**config.mk**
```make
export PLATFORM = sky130hd
export DESIGN_NAME = uart_tx_flat
export DESIGN_NICKNAME = d
export VERILOG_FILES = /design/src/rtl/uart_tx_if.sv /design/src/rtl/uart_tx.sv /design/src/flat_wrapper.sv
export SDC_FILE = /design/constraint.sdc
export NUM_CORES = 1
export LEC_CHECK = 0
export CORE_UTILIZATION = 54
export CTS_CLUSTER_DIAMETER = 50
export DETAILED_ROUTE_END_ITERATION = 10
export PLACE_DENSITY = 0.78
export SLEW_MARGIN = 10
export SYNTH_ARGS = -nofsm -noshare
export SYNTH_HDL_FRONTEND = slang
export SYNTH_SLANG_ARGS = --single-unit
export TNS_END_PERCENT = 1
```
**constraint.sdc**
```tcl
create_clock -name clk -period 2.7 [get_ports clk]
set_clock_uncertainty 0.15 [all_clocks]
set_input_delay 0.27 -clock clk [delete_from_list [all_inputs] [get_ports clk]]
set_output_delay 0.27 -clock clk [all_outputs]
set_load 0.05 [all_outputs]
```
**src/rtl/uart_tx_if.sv**
```systemverilog
// Host-side handshake and serial line of the UART transmitter.
// The master modport is the TX FIFO or host side; the slave modport is uart_tx.
interface uart_tx_if;
    logic       tx_start;
    logic [7:0] din;
    logic       tx_done_tick;
    logic       tx_busy;
    logic       tx;

    modport master (
        output tx_start,
        output din,
        input  tx_done_tick,
        input  tx_busy,
        input  tx
    );

    modport slave (
        input  tx_start,
        input  din,
        output tx_done_tick,
        output tx_busy,
        output tx
    );
endinterface

```
**src/rtl/uart_tx.sv**
```systemverilog
// UART transmitter: start bit, N_DATA_BITS data bits LSB first, stop period, timed by 16x s_tick.
// Optional parity bit when UART_TX_PARITY_EN is defined (adds parameter ODD_PARITY).
module uart_tx #(
    parameter int unsigned N_DATA_BITS                 = 8,
    parameter int unsigned HOW_MANY_TICKS_FOR_STOP_BIT = 16
`ifdef UART_TX_PARITY_EN
    ,
    parameter bit          ODD_PARITY                  = 1'b0
`endif
) (
    input  logic       clk,
    input  logic       reset_n,
    input  logic       s_tick,
    uart_tx_if.slave   bus
);

    typedef enum logic [2:0] {
        StIdle   = 3'd0,
        StStart  = 3'd1,
        StData   = 3'd2,
`ifdef UART_TX_PARITY_EN
        StParity = 3'd3,
`endif
        StStop   = 3'd4
    } state_e;

    localparam logic [4:0] BitLast  = 5'd15;
    localparam logic [4:0] StopLast = 5'(HOW_MANY_TICKS_FOR_STOP_BIT - 1);
    localparam logic [2:0] DataLast = 3'(N_DATA_BITS - 1);

    state_e                 state_q, state_d;
    logic [4:0]             s_q, s_d;
    logic [2:0]             n_q, n_d;
    logic [N_DATA_BITS-1:0] b_q, b_d;
    logic                   tx_q, tx_d;
    logic                   done;
`ifdef UART_TX_PARITY_EN
    logic                   parity_q, parity_d;
`endif

    always_ff @(posedge clk or negedge reset_n) begin
        if (!reset_n) begin
            state_q  <= StIdle;
            s_q      <= '0;
            n_q      <= '0;
            b_q      <= '0;
            tx_q     <= 1'b1;
`ifdef UART_TX_PARITY_EN
            parity_q <= 1'b0;
`endif
        end else begin
            state_q  <= state_d;
            s_q      <= s_d;
            n_q      <= n_d;
            b_q      <= b_d;
            tx_q     <= tx_d;
`ifdef UART_TX_PARITY_EN
            parity_q <= parity_d;
`endif
        end
    end

    // tx_d carries the level of the bit being entered, so the pin flop changes
    // on the same edge as the state register.
    always_comb begin
        state_d  = state_q;
        s_d      = s_q;
        n_d      = n_q;
        b_d      = b_q;
        tx_d     = tx_q;
        done     = 1'b0;
`ifdef UART_TX_PARITY_EN
        parity_d = parity_q;
`endif
        unique case (state_q)
            StIdle: begin
                tx_d = 1'b1;
                if (bus.tx_start) begin
                    b_d      = bus.din[N_DATA_BITS-1:0];
                    s_d      = '0;
                    tx_d     = 1'b0;
                    state_d  = StStart;
`ifdef UART_TX_PARITY_EN
                    parity_d = 1'b0;
`endif
                end
            end
            StStart: begin
                tx_d = 1'b0;
                if (s_tick) begin
                    if (s_q == BitLast) begin
                        s_d     = '0;
                        n_d     = '0;
                        tx_d    = b_q[0];
                        state_d = StData;
                    end else begin
                        s_d = s_q + 5'd1;
                    end
                end
            end
            StData: begin
                if (s_tick) begin
                    if (s_q == BitLast) begin
                        s_d      = '0;
                        b_d      = b_q >> 1;
                        n_d      = n_q + 3'd1;
                        tx_d     = b_d[0];
`ifdef UART_TX_PARITY_EN
                        parity_d = parity_q ^ b_q[0];
`endif
                        if (n_q == DataLast) begin
`ifdef UART_TX_PARITY_EN
                            tx_d    = parity_d ^ ODD_PARITY;
                            state_d = StParity;
`else
                            tx_d    = 1'b1;
                            state_d = StStop;
`endif
                        end
                    end else begin
                        s_d = s_q + 5'd1;
                    end
                end
            end
`ifdef UART_TX_PARITY_EN
            StParity: begin
                if (s_tick) begin
                    if (s_q == BitLast) begin
                        s_d     = '0;
                        tx_d    = 1'b1;
                        state_d = StStop;
                    end else begin
                        s_d = s_q + 5'd1;
                    end
                end
            end
`endif
            StStop: begin
                tx_d = 1'b1;
                if (s_tick) begin
                    if (s_q == StopLast) begin
                        done    = 1'b1;
                        s_d     = '0;
                        state_d = StIdle;
                    end else begin
                        s_d = s_q + 5'd1;
                    end
                end
            end
            default: begin
                tx_d    = 1'b1;
                state_d = StIdle;
            end
        endcase
    end

    assign bus.tx           = tx_q;
    assign bus.tx_busy      = (state_q != StIdle);
    assign bus.tx_done_tick = done;

endmodule

```
**src/flat_wrapper.sv**
```systemverilog
// flat-port wrapper written by rule: the top's interface ports become plain ports
module uart_tx_flat 
#(
    parameter int unsigned N_DATA_BITS                 = 8,
    parameter int unsigned HOW_MANY_TICKS_FOR_STOP_BIT = 16

)
  (clk, reset_n, s_tick, bus_tx_start, bus_din, bus_tx_done_tick, bus_tx_busy, bus_tx);
  uart_tx_if bus_i ();
  input  logic clk;
  input  logic reset_n;
  input  logic s_tick;
  input wire logic [$bits(bus_i.tx_start)-1:0] bus_tx_start;
  input wire logic [$bits(bus_i.din)-1:0] bus_din;
  output wire logic [$bits(bus_i.tx_done_tick)-1:0] bus_tx_done_tick;
  output wire logic [$bits(bus_i.tx_busy)-1:0] bus_tx_busy;
  output wire logic [$bits(bus_i.tx)-1:0] bus_tx;
  assign bus_i.tx_start = bus_tx_start;
  assign bus_i.din = bus_din;
  assign bus_tx_done_tick = bus_i.tx_done_tick;
  assign bus_tx_busy = bus_i.tx_busy;
  assign bus_tx = bus_i.tx;
  uart_tx #(.N_DATA_BITS(N_DATA_BITS), .HOW_MANY_TICKS_FOR_STOP_BIT(HOW_MANY_TICKS_FOR_STOP_BIT)) u_core (.clk(clk), .reset_n(reset_n), .s_tick(s_tick), .bus(bus_i));
endmodule
```
## After elaboration in Yosys (flattened, before gate mapping)

Index checks and enable logic that the tools add are counted.

| word-level totals | value |
|---|---|
| bits in registers | 20 |
| bits of input ports | 12 |
| output and inout port bits | 3 |
| logic and storage cells | 62 |

| operators by class | value |
|---|---|
| add/subtract/negate cells | 2 |
| equal/unequal tests | 14 |
| multiplexer cells | 30 |
| reductions and logical operators | 11 |

Operators with widths:

| kind | count |
|---|---|
| $mux 3 | 10 |
| $mux 8 | 3 |
| $pmux 8 s2 | 1 |
| $mux 5 | 3 |
| $pmux 3 s4 | 1 |
| $ne 2x1->1 const B | 5 |
| $pmux 5 s2 | 1 |
| $mux 1 | 9 |
| $ne 2x2->1 const B | 4 |
| $reduce_and 8->1 | 1 |
| $eq 3x3->1 const B | 2 |
| $pmux 3 s2 | 1 |
| $reduce_bool 2->1 | 3 |
| $add 5x1->5 const B | 1 |
| $eq 5x4->1 const B | 1 |
| $reduce_and 5->1 | 1 |
| $reduce_and 4->1 | 1 |
| $add 3x1->3 const B | 1 |
| $eq 3x1->1 const B | 1 |
| $eq 3x2->1 const B | 1 |
| $logic_not 3->1 | 1 |
| $pmux 1 s3 | 1 |
| $reduce_and 3->1 | 1 |
| $reduce_bool 3->1 | 1 |
| 2 further kinds | 2 |

## Longest topological paths before layout

| logic depth | value |
|---|---|
| depth in word-level cells | 5 |
| depth in mapped cells | 6 |
| mapped depth without buffers | 5 |

## Least setup slack after synthesis

Ideal clock, no wire load.

| timing | value |
|---|---|
| path type | flip-flop to output port |
| start | register u_core.state_q[0] |
| end | output port bus_tx_done_tick |
| arrival | 1.650 ns |
| required time | 2.280 ns |
| path slack | 0.630 ns |
| cell stages (with the launch flop) | 4 |
| buffers on the path | 1 |
| cells stage by stage | dfrtp_1 > buf_4 > or3b_2 > nor2_1 |

| on the way | value |
|---|---|
| longest elaborated chain between the ends | 2 |

RTL lines:

| what | RTL line | RTL |
|---|---|---|
| from (decl) | uart_tx.sv:31 | `state_e state_q, state_d;` |
| from (signal assigned) | uart_tx.sv:43 | `state_q <= StIdle;` |
| from (signal assigned) | uart_tx.sv:52 | `state_q <= state_d;` |
| $eq 3x3->1 | uart_tx.sv:75 | `unique case (state_q)` |
| $mux 1 | uart_tx.sv:75 |  |
| to (decl) | flat_wrapper.sv:15 | `output wire logic [$bits(bus_i.tx_done_tick)-1:0] bus_tx_done_tick;` |

Every way passes these cells.

## Worst setup path in the final report

| timing | value |
|---|---|
| start | register u_core.state_q[2] |
| end | output port bus_tx_busy |

| on the way | value |
|---|---|
| longest elaborated chain between the ends | 1 |

RTL lines:

| what | RTL line | RTL |
|---|---|---|
| $reduce_bool 3->1 | uart_tx.sv:158 | `assign bus.tx_busy = (state_q != StIdle);` |
| to (decl) | flat_wrapper.sv:16 | `output wire logic [$bits(bus_i.tx_busy)-1:0] bus_tx_busy;` |

Every way passes these cells.

==> flow_summary.toml <==
[finish]
final_cell_mix = "dfrtp_1 (19), mux2_2 (14), clkdlybuf4s50_1 (13), nor2_1 (10), nand2_1 (8)"
fin_cells = 157
area_growth_pct = 14.63
final_core_util = 0.6788
fin_area_mm2 = 0.001373
antennaDiodeCount = 0
final_nets = 146
final_common_cell = "dfrtp_1"
drive_above_1_share = 0.2462
nFillCells = 168

[yosys]
muxShareOfSynthArea = 0.1400
synth_fp_nets = 129
synth_xor_area_frac = 0.007315
synth_compound_gate_area_share = 0.1797
synthAdderAreaFrac = 0.04075
synthArstFlopShare = 1.000
yosys_register_bits = 20
synth_edf_count = 0
synth_warnings = 0
ys_seq_area_frac = 0.4190
synth_top_family_by_area = "compound AO/OA/AOI/OAI gates"
synth.avg_cell_area_um2 = 10.50
synth_cells = 114
synth_area_mm2 = 0.001197
synthDistinctLibCells = 41
synth_simple_gate_area_share = 0.1599
synth_flop_cell = "dfrtp_1"

[power]
total_power_mw = 1.127
peakVddDrop_mv = 0.5901
power.leakage_nw = 0.5622
p_per_area_mw_per_mm2 = 821.1

[critical_path]
crit_path_start = "u_core.state_q[2]"
crit_path_top_delay_cell = "clkdlybuf4s50_1"
max_stage_delay_ns = 0.71
cp-start-kind = "flip-flop"
worstReg2RegEnd = "u_core.b_q[1]"
rrSetupSlack_ns = 0.69
critPathTopFamily = "buffers and inverters"
rr_startpoint = "u_core.s_q[0]"
crit_chain = "or3_1 > clkdlybuf4s50_1"
path_max_fanout = 14
critical_path_required_ns = 2.28
crit_end = "bus_tx_busy"
cp.arrival_ns = 2.00
cp_num_cells = 2
endpoint_kind = "output pin"
path_class = "reg -> out"
worst-path-buf-inv = 1
rr_worst_depth = 5

[timing]
post-route-min-period_ns = 2.418
max_freq_ghz = 0.4136
final_hold_viol_count = 0
slew-limit-headroom = 0.5656
fin_crit_sh = 0.8956
tightestPinTransition_ns = 0.6456
final_max_slew_viol_count = 0
finalSetupTns_ns = 0
setup_viol = 0
rsz0062_at_grt = "false"

[clocking]
cts_buffer_depth = 2
clock_latency_ns = 0.32
cts_root_buf = "clkbuf_4"
cts_made_buffers = 3
h-tree-depth = 1
clkSlewWorstSetupHoldPaths_ns = 0.12
cts_tree = "done"
cts_resized = 0
numClockSinks = 20
post_cts_buffers = 0
ctsHoldBuffers = 0

[routing]
vias = 908
drc = 0
routed_wl_um = 2302
viasPerCell = 5.783
drtIter0Drc = 19
wl_per_cell_um = 14.66
drtPass1Iterations = 4
postRouteAntennaNets = 0

[global_route]
grt_usage = 0.2239
grt_antenna_before_repair = 0
grt_pass1_wl_um = 4064
grt_pass1_vias = 898
grt_max_degree = 25
overflow = 0

[floorplanning]
die_y_um = 49.09
pin_count = 15
fp.dieW_um = 49.09
core-area_mm2 = 0.002022
rows = 16
dieArea_mm2 = 0.002410
start_util = 0.5922

[placed_design]
place_hpwl_um = 1693
dp.cells = 153
dpl-instance-area_mm2 = 0.001346
port_buffers = 14
place_congestion = 0.8836

[job]
maxCapViolations = 0

[worst_hold_path]
hp-class = "in -> async"

[outcome]
status = "finished clean"
-- per-stage QoR --
step,worst slack (ns),hold WS [ns]
after floorplan,0.6297,-0.1756
after global placement,0.6671,0.3331
after detailed placement,0.5849,0.3398
after CTS,0.2826,0.1286
after global routing,0.1990,0.1595
final,0.2819,0.1187
-- Yosys cell counts, types with 2 or more instances --
| cell type | instances | area [µm²] |
|---|---|---|
| mux2_2 | 14 | 157.7 |
| nor3_1 | 2 | 10.01 |
| o211ai_1 | 3 | 22.52 |
| o21ai_0 | 7 | 35.03 |
| a21boi_0 | 2 | 15.01 |
| nor2_1 | 10 | 37.54 |
| ha_1 | 3 | 37.54 |
| a22oi_1 | 3 | 22.52 |
| buf_4 | 2 | 15.01 |
| a31oi_1 | 2 | 12.51 |
| inv_1 | 5 | 18.77 |
| a21oi_1 | 3 | 15.01 |
| nand3_1 | 5 | 25.02 |
| nand2_1 | 8 | 30.03 |
| dfrtp_1 | 19 | 475.5 |
-- layout make-up --
cell class | instances | area [µm²] | share of cell area
Inverter | 5 | 18.77 | 0.01367
Timing Repair Buffer | 17 | 160.2 | 0.1167
Sequential cell | 20 | 501.7 | 0.3655
Clock buffer | 4 | 26.28 | 0.01914
Multi-Input combinational cell | 84 | 631.9 | 0.4603
Tap cell | 27 | 33.78 | 0.02461
-- state kept, by name, indices dropped and copies added, names as in the netlist --
signal,cells
u_core.s_q,5
u_core.bus.tx,1
u_core.state_q,3
u_core.n_q,3
u_core.b_q,8
-- logic make-up (layout without fill, tap and decap cells) --
| kind of cell | after synthesis | count (layout) |
|---|---|---|
| XOR/XNOR | 1 | 1 |
| AND/OR/NAND/NOR | 35 | 35 |
| flip-flops | 20 | 20 |
| buffers and inverters | 10 | 26 |
| adder cells (fa/ha/maj) | 4 | 4 |
| multiplexers | 15 | 15 |
| AO/OA/AOI/OAI | 29 | 29 |
-- worst min path at each step --
stage	from	end	slack, ns
3_5_place_dp	u_core.b_q[2]	u_core.b_q[2]	0.34
5_1_grt	reset_n	u_core.n_q[2]	0.16
4_1_cts	reset_n	u_core.n_q[2]	0.13
3_3_place_gp	u_core.b_q[6]	u_core.b_q[6]	0.33
6_report	reset_n	u_core.n_q[2]	0.12
2_1_floorplan	reset_n	u_core.b_q[0]	-0.18
-- metal layers --
metal	GRT usage	wire (µm)
met1	0.2762	1007
met2	0.3744	1131
met3	0.07788	149
met4	0.04902	13
met5	0	0
-- report_power, final --
part	internal (mW)	total [mW]	switching (mW)
clock	0.0578	0.157	0.0990
combinational	0.235	0.486	0.251
sequential	0.411	0.484	0.0731
No activity file was read; power rests on OpenSTA's default activity.
